$ cat src/rtl/wptr_full_ctrl.sv
// ============================================================================
// wptr_full_ctrl: write-side binary/Gray pointer, full, almost-full, level
// and (with WPTR_OVF_FLAG_EN) sticky overflow flag for a dual-clock FIFO.
// Revision: 1.0
// ============================================================================
`default_nettype none

module wptr_full_ctrl #(
  parameter int ADDRSIZE     = 4,
  parameter int AFULL_THRESH = (1 << ADDRSIZE) - 2
) (
  input  logic                wclk,
  input  logic                wrst_n,
  input  logic                winc,
  input  logic [ADDRSIZE:0]   wq2_rptr,
  input  logic                wovf_clr,
  output logic                wfull,
  output logic                walmost_full,
  output logic [ADDRSIZE:0]   wlevel,
  output logic [ADDRSIZE-1:0] waddr,
  output logic [ADDRSIZE:0]   wptr,
  output logic                woverflow
);

  localparam logic [ADDRSIZE:0] AFULL_T = (ADDRSIZE+1)'(AFULL_THRESH);

  logic [ADDRSIZE:0] wbin;
  logic [ADDRSIZE:0] wbinnext;
  logic [ADDRSIZE:0] wgraynext;
  logic [ADDRSIZE:0] rbin_s;
  logic [ADDRSIZE:0] level_next;
  logic [ADDRSIZE:0] full_pattern;
  logic              wen;
  logic              full_next;
  logic              afull_next;

  // The registered wfull gates acceptance, so a write at the full boundary
  // is dropped even if the read pointer advances in the same cycle.
  assign wen       = winc & ~wfull;
  assign wbinnext  = wbin + {{ADDRSIZE{1'b0}}, wen};
  assign wgraynext = (wbinnext >> 1) ^ wbinnext;

  always_comb begin
    rbin_s = '0;
    for (int i = 0; i <= ADDRSIZE; i++) begin
      rbin_s[i] = ^(wq2_rptr >> i);
    end
  end

  // Full when the Gray pointers differ only in their two MSBs.
  assign full_pattern = {~wq2_rptr[ADDRSIZE:ADDRSIZE-1], wq2_rptr[ADDRSIZE-2:0]};
  assign full_next    = (wgraynext == full_pattern);
  assign level_next   = wbinnext - rbin_s;
  assign afull_next   = (level_next >= AFULL_T);

  always_ff @(posedge wclk or negedge wrst_n) begin
    if (!wrst_n) begin
      wbin         <= '0;
      wptr         <= '0;
      wfull        <= 1'b0;
      walmost_full <= 1'b0;
      wlevel       <= '0;
    end else begin
      wbin         <= wbinnext;
      wptr         <= wgraynext;
      wfull        <= full_next;
      walmost_full <= afull_next;
      wlevel       <= level_next;
    end
  end

  assign waddr = wbin[ADDRSIZE-1:0];

`ifdef WPTR_OVF_FLAG_EN
  logic ovf_q;

  // A new violation takes priority over a clear in the same cycle.
  always_ff @(posedge wclk or negedge wrst_n) begin
    if (!wrst_n) begin
      ovf_q <= 1'b0;
    end else if (winc & wfull) begin
      ovf_q <= 1'b1;
    end else if (wovf_clr) begin
      ovf_q <= 1'b0;
    end
  end

  assign woverflow = ovf_q;
`else
  logic unused_ovf_clr;

  assign unused_ovf_clr = wovf_clr;
  assign woverflow      = 1'b0;
`endif

endmodule

`default_nettype wire

$ cat config.mk
export PLATFORM = sky130hd
export DESIGN_NAME = wptr_full_ctrl
export DESIGN_NICKNAME = d
export VERILOG_FILES = /design/src/rtl/wptr_full_ctrl.sv
export SDC_FILE = /design/constraint.sdc
export NUM_CORES = 1
export LEC_CHECK = 0
export CAP_MARGIN = 30
export CELL_PAD_IN_SITES_DETAIL_PLACEMENT = 0
export CELL_PAD_IN_SITES_GLOBAL_PLACEMENT = 1
export CORE_ASPECT_RATIO = 0.75
export CORE_MARGIN = 1
export CORE_UTILIZATION = 39
export CTS_BUF_LIST = sky130_fd_sc_hd__clkbuf_4 sky130_fd_sc_hd__clkbuf_8 sky130_fd_sc_hd__clkbuf_16
export CTS_CLUSTER_SIZE = 30
export DETAILED_ROUTE_END_ITERATION = 16
export PLACE_DENSITY = 0.8
export SYNTH_ARGS = -nofsm -noshare
export SYNTH_HDL_FRONTEND = slang
export SYNTH_SLANG_ARGS = --single-unit
$ cat constraint.sdc
create_clock -name wclk -period 4.95 [get_ports wclk]
set_input_delay 0.99 -clock wclk [delete_from_list [all_inputs] [get_ports wclk]]
set_output_delay 0.99 -clock wclk [all_outputs]
set_load 0.01 [all_outputs]
# Word level (Yosys, flattened, before mapping)
# Cells that the tools add are included.
[word_totals] word_cells=18 output_inout_bits=17 input_bits=9 regBits=17
[classes] bitwise=4 eq_ne=1 n_lt_le_gt_ge=1 n_reduce_logical=5 add_sub_neg=2
[ops] cell="5-bit XOR reduction" n=5
[ops] cell="5-bit by 1-bit adder with 5-bit output" n=1
[ops] cell="5-bit equality test" n=1
[ops] cell="5-bit by 4-bit greater-or-equal comparator with 1-bit output, second input constant" n=1
[ops] cell="5-bit subtractor" n=1
[ops] cell="4-bit by 5-bit bitwise XOR with 5-bit output" n=1
[ops] cell="2-bit inverter" n=1
[ops] cell="1-bit bitwise AND" n=1
[ops] cell="1-bit inverter" n=1

# Longest topological paths before layout
# Gate-level depths: netlist of the first run.
[logic_depth] depth_word=5 depth_mapped=10 depth_no_buf=10

# Worst setup path after synthesis of the first run
# Ideal clock, no wire load.
[synth_path] path_kind="input to register" from="in wq2_rptr[4]" to="reg walmost_full" setup_ns=0.126 stages=10 required_time_ns=4.824 n_path_buf=0 path_slack_ns=1.782 t_arrival_ns=3.042 path_cell_list="xnor2_2 -> xor2_2 -> xor2_2 -> xnor2_1 -> ha_1 -> fa_1 -> nor2b_1 -> nor3_1 -> o211a_1 -> a311o_1"
[synth_between] elab_chain_cells=3 elab_cells_between_ends=7 classes_between="add/sub (1); order compare (1); reduce/logical (5)"
[synth_rtl] element="start, declared" line="15" text="input logic [ADDRSIZE:0] wq2_rptr,"
[synth_rtl] element="5-bit XOR reduction" line="46" text="rbin_s[i] = ^(wq2_rptr >> i);"
[synth_rtl] element="5-bit subtractor (*)" line="53" text="assign level_next = wbinnext - rbin_s;"
[synth_rtl] element="5-bit by 4-bit greater-or-equal comparator with 1-bit output (*)" line="54" text="assign afull_next = (level_next >= AFULL_T);"
[synth_rtl] element="via afull_next" line="35" text="logic afull_next;"
[synth_rtl] element="end signal, assigned" line="67" text="walmost_full <= afull_next;"
[synth_rtl] element="end, declared" line="18" text="output logic walmost_full,"
# The timed path passes the listed nets; every way through them passes the cells marked *.

# Worst setup path in the final report of the first run
# Ends and elaborated chain as after synthesis.

==> metrics.txt, run 1 <==
clock buffer depth 2; max frequency between 0.2 and 0.3 GHz; die area 2530 µm²; clk_lat worst skew 0.29 ns; Slew Viols, Final 0; antenna violations before repair 0; final hold violations 0; Syn. warnings 0; Layout area overhead 30.5%; Slew headroom 0.515; power per cell area roughly 760 nW/µm²; Placer Congestion 0.740; syn_area_per_cell approximately 12 µm²; final wirelength around 1.6 mm; main area contributors after synthesis dfrtp_1 (44%), xnor2_1 (8.7%), ha_1 (6.9%), xor2_1 (6.7%), xor2_2 (3.6%); crit-path cells clkdlybuf4s50_1 -> xnor2_2 -> xor2_2 -> xor2_2 -> xnor2_1 -> ha_1 -> fa_1 -> nor2b_1 -> nor3_1 -> o211a_1 -> a311o_1; vias in the first global route 585; Ant. Diodes 0; Req. time, crit path 5.13 ns; post-DP HPWL 1.22 mm; final critical-path share of the clock period 0.743; chip width ~58 µm; total global routing overflow 0; routed len/inst ~13 µm; Initial Util 0.433; #FFs+latches synth 16; unrepaired setup endpoints after global routing false; Top-Level Pins 26; Setup crit end kind register; share of layout cells above drive strength 1 0.101; H-tree depth 1; Yosys top cell by area dfrtp_1; Max Cap Viol 0; cts bufs inserted 3; Leakage 0.538 nW; post-synthesis sequential area ratio 0.440; maximum number of pins on one net before global-route repair 17; top cell type's share of synthesized area 0.440; Vias 575; vias per cell 4.67; fin nets 115; peak supply drop 0.273 mV; Setup Skew between 0.0015 and 0.002 ns; fillers 196; drt initial violations 14; Netlist cell types 27; status finished with violations; most used cell, CP xor2_2; Root Driver clkbuf_4; clk slew on worst S/H paths 0.10 ns; startpoint class of the critical path primary input; failing checks design-rule violations; final worst path period need ~3.7 ns; total power 0.897 mW; final antenna-violating net count 0; residual DRC count 3; CTS tree built; Std-Cell Rows 14; port bufs 23; crit-path max FO 4; first-pass GRT wire length 2.64 mm; CP arrival 3.86 ns; Setup Crit Path Kind primary input to register; height of the die 43.8 µm; final setup vio count 0; post-CTS setup buffer count 0; placed cell areas roughly 1200 µm²; Crit path buffers/inverters 1; final instance area 1190 µm²; Hold WC Path Type register to register; worst slew pin tran 0.725 ns; Post-Synthesis Cells 74; Core Area 2100 µm²; cts hold-fix bufs 0; Crit path max-delay family XOR/XNOR gates; GR Util All Layers 0.149; clock sinks 16; PostCTS Resize Cnt 0; Fin Setup TNS 0 ns; syn_nets 89; slowest stage delay, CP approximately 0.52 ns; DRT Pass-1 Iters 9; mapped cell area between 900 and 1000 µm²; crit path max-delay cell type clkdlybuf4s50_1
worst reg2reg max path, cell delays in order, from the launching register on:
cell	delay, ns
dfrtp_1	0.39
ha_1	0.24
ha_1	0.42
inv_1	0.12
fa_1	0.48
nor2b_1	0.18
nor3_1	0.08
o211a_1	0.23
a311o_1	0.31
power breakdown:
group / internal [mW] / switching [mW]
Clock: 0.0448 / 0.0430
Combinational: 0.299 / 0.268
Sequential: 0.204 / 0.0376
Total: 0.548 / 0.349
path summary, 6_finish.rpt:
path                                    from                     end  slack [ns]  cells past startpoint
setup / recovery                 wq2_rptr[4]  walmost_full$_DFF_PN0_        1.27                     11
hold / removal             wbin[4]$_DFF_PN0_       wbin[4]$_DFF_PN0_        0.65                      2
setup reg to reg           wbin[0]$_DFF_PN0_  walmost_full$_DFF_PN0_        2.39                      8
hold reg to reg            wbin[4]$_DFF_PN0_       wbin[4]$_DFF_PN0_        0.65                      2
max in group asynchronous             wrst_n     wlevel[2]$_DFF_PN0_        3.37                      1
min in group asynchronous             wrst_n       wptr[2]$_DFF_PN0_        1.12                      1
registers in the layout (all words and copies together), names as in the netlist:
register      count
wfull             1
walmost_full      1
wbin              5
wptr              4
wlevel            5
placed cells by master (no fill, tap or decap), types with 2 or more instances in the layout:
cell type and count:
clkdlybuf4s50_1 23, dfrtp_1 16, xnor2_1 9, xor2_1 7, inv_1 7, ha_1 5
nand3_1 3, clkbuf_4 3, xor2_2 2, nor2b_1 2, nand2_1 2, o21ai_1 2
or2_1 2, or3_1 2
area by class of cell:
cell class | count | area, µm² | share of cell area
multi-input combinational | 49 | 464 | 0.391
sequential | 16 | 400 | 0.337
timing repair buffer | 23 | 230 | 0.194
clock buffer | 4 | 36.3 | 0.0306
tap | 24 | 30.0 | 0.0253
inverter | 7 | 26.3 | 0.0221
Yosys cell counts, drive strengths merged:
master / number
or3: 2
a311o: 1
nand3: 4
fa: 1
or2: 2
nor2b: 2
xnor2: 10
a21boi: 1
o21ai: 2
xor3: 1
xor2: 9
inv: 7
buf: 2
o211a: 1
dfrtp: 16
a311oi: 1
a21oi: 1
nand2: 2
nor3: 1
xnor3: 1
ha: 5
conb: 1
a221oi: 1
routing by layer:
layer	GRT usage	routed length (µm)	up-vias
met4	0.0857	37	0
met2	0.228	706	17
met3	0.0448	76	4
met5	0	0	-
met1	0.191	759	264
li1	-	-	290
per-stage QoR:
step | hold slack [ns] | worst slack, ns | utilization | instances
final | 0.653 | 1.27 | 0.565 | 123
after global routing | 0.676 | 1.21 | 0.565 | 123
after CTS | 0.660 | 1.27 | 0.565 | 123
after detailed placement | 0.630 | 0.999 | 0.548 | 119
after global placement | 0.610 | 0.991 | 0.548 | 119
after floorplan | 0.632 | 1.78 | - | 74
logic make-up after synthesis:
group | share of synthesized area
AO/OA/AOI/OAI | 0.0729
XOR/XNOR | 0.260
adder cells (fa/ha/maj) | 0.0908
buffers and inverters | 0.0495
flip-flops | 0.440
other | 0.00412
AND/OR/NAND/NOR | 0.0825
Power figures use the tool's default switching activity.
==> inputs of run 2 (changes only) <==
--- a/config.mk
+++ b/config.mk
@@ -10,11 +10,11 @@
 export CELL_PAD_IN_SITES_GLOBAL_PLACEMENT = 1
 export CORE_ASPECT_RATIO = 0.75
 export CORE_MARGIN = 1
-export CORE_UTILIZATION = 39
+export CORE_UTILIZATION = 32
 export CTS_BUF_LIST = sky130_fd_sc_hd__clkbuf_4 sky130_fd_sc_hd__clkbuf_8 sky130_fd_sc_hd__clkbuf_16
 export CTS_CLUSTER_SIZE = 30
 export DETAILED_ROUTE_END_ITERATION = 16
-export PLACE_DENSITY = 0.8
+export PLACE_DENSITY = 0.7
 export SYNTH_ARGS = -nofsm -noshare
 export SYNTH_HDL_FRONTEND = slang
 export SYNTH_SLANG_ARGS = --single-unit
==> constraint.sdc (replaced) <==
create_clock -name wclk -period 3.35 [get_ports wclk]
set_input_delay 0.67 -clock wclk [delete_from_list [all_inputs] [get_ports wclk]]
set_output_delay 0.67 -clock wclk [all_outputs]
set_load 0.01 [all_outputs]
==> run 2 against run 1 <==
Compared with the run above:
- the flow now finishes without violations
- register-to-register slack got worse by 1.4 ns
- clock power grew 63%
- via count grew 3.1%
- clock skew increased by 0.0052 ns
- sequential share of layout area fell by 2.3 points
==> metrics.txt, run 2 (same netlist as run 1, synthesis figures left out) <==
final antenna-violating net count 0; port bufs 23; Setup Crit Path Kind primary input to register; Placer Congestion 0.749; DRT Pass-1 Iters 4; chip width approximately 64 µm; Fin Hold WS 0.628 ns; final hold violations 0; Max Cap Viol 0; Slew headroom 0.498; height of the die 48.2 µm; Top-Level Pins 26; Vias 593; H-tree depth 1; Leakage approximately 0.58 nW; R2R Setup Slk 0.99 ns; Req. time, crit path about 3.5 ns; power per cell area 1090 nW/µm²; share of layout cells above drive strength 1 0.179; first-pass GRT wire length 2.81 mm; Initial Util 0.342; Core Area 2660 µm²; commonest non-fill, non-tap cell in the layout clkdlybuf4s50_1; cts bufs inserted 3; Ant. Diodes 0; total power 1.39 mW; routed len/inst 11.3 µm; Min-Delay Endpoint wbin[0]$_DFF_PN0_; Slew Viols, Final 0; Setup crit end kind register; unrepaired setup endpoints after global routing false; residual DRC count 0; Root Driver clkbuf_8; clock buffer depth 2; Top Registers wbin (5), wlevel (5), wptr (4); clock sinks 16; status complete, no violations; FF-to-FF End walmost_full$_DFF_PN0_; die area 3060 µm²; Setup Skew 0.00700 ns; post-DP HPWL 1.27 mm; Layout area overhead 39.9%; max frequency 0.320 GHz; vias in the first global route 594; drt initial violations 19; final critical-path share of the clock period 0.933; cts hold-fix bufs 0; CTS tree built; RR Startpoint wfull$_DFF_PN0_; final setup vio count 0; antenna violations before repair 0; final wirelength 1.60 mm; Worst Hold Depth 1; GR Util All Layers 0.128; HP Start wbin[0]$_DFF_PN0_; FF-to-FF path depth 9; startpoint class of the critical path primary input; Hold WC Path Type register to register; vias per cell 4.18; maximum number of pins on one net before global-route repair 17; peak supply drop 0.387 mV; crit-path max FO 2; fin nets 123; clk slew on worst S/H paths ~0.06 ns; total global routing overflow 0; Std-Cell Rows 16; most frequent cells in the layout clkdlybuf4s50_1 (23), dfrtp_1 (16), xnor2_1 (9), buf_4 (8); CP arrival between 3 and 4 ns; final worst path period need 3.12 ns; clk_lat worst skew 0.25 ns; worst slew pin tran 0.751 ns
run 2: cell types whose count changed in the layout (fill, tap and decap cells not counted), sizes merged:
cell / delta
buf: +8
clkbuf: -1
run 2: timing repair:
| action | 4_1_cts | 5_1_grt |
|---|---|---|
| resized for setup | 0 | 2 |
| setup buffers | 0 | 1 |
| endpoints found under the setup margin | 0 | 2 |
run 2: through the flow:
stage | TNS, ns | instance area [µm²] | setup slack, ns | utilization | instances
floorplan | 0 | 910 | 0.502 | - | 74
global placement | -0.139 | 1220 | -0.107 | 0.458 | 138
detailed placement | -0.114 | 1220 | -0.108 | 0.458 | 138
CTS | 0 | 1260 | 0.120 | 0.473 | 141
global route | 0 | 1270 | 0.0377 | 0.478 | 142
finish | 0 | 1270 | 0.225 | 0.478 | 142
run 2: worst max-delay path by stage:
stage               cells past startpoint                      to  slack [ns]        start
finish                                 11  walmost_full$_DFF_PN0_        0.23  wq2_rptr[3]
global route                           11  walmost_full$_DFF_PN0_        0.04  wq2_rptr[3]
CTS                                    11  walmost_full$_DFF_PN0_        0.12  wq2_rptr[4]
detailed placement                     11  walmost_full$_DFF_PN0_       -0.11  wq2_rptr[4]
global placement                       11  walmost_full$_DFF_PN0_       -0.11  wq2_rptr[4]
floorplan                              10  walmost_full$_DFF_PN0_        0.50  wq2_rptr[4]
run 2: power by group:
group          total (mW)  switching [mW]  internal (mW)  leakage, nW
clock network       0.143          0.0629         0.0796       0.0216
registers           0.363          0.0603          0.303        0.190
logic               0.883           0.396          0.488        0.365
run 2: per-layer routing:
metal	track usage	wire, µm
met5	0	0
met1	0.169	787
met2	0.196	724
met4	0.0409	0
met3	0.0514	91
run 2: critical path, stage by stage:
cell	delay, ns
clkdlybuf4s50_1	0.47
xnor2_2	0.28
xor2_2	0.25
xor2_2	0.19
xnor2_1	0.09
ha_1	0.21
fa_2	0.35
nor2b_2	0.15
nor3_1	0.07
o211a_1	0.22
a311o_1	0.31
run 2: cell type report:
cell class	count	area, µm²
flip-flops and latches	16	400
well taps	36	45.0
multi-input cells	49	469
inverters	7	26.3
clock buffers	3	41.3
fillers	246	1390
repair buffers	31	290
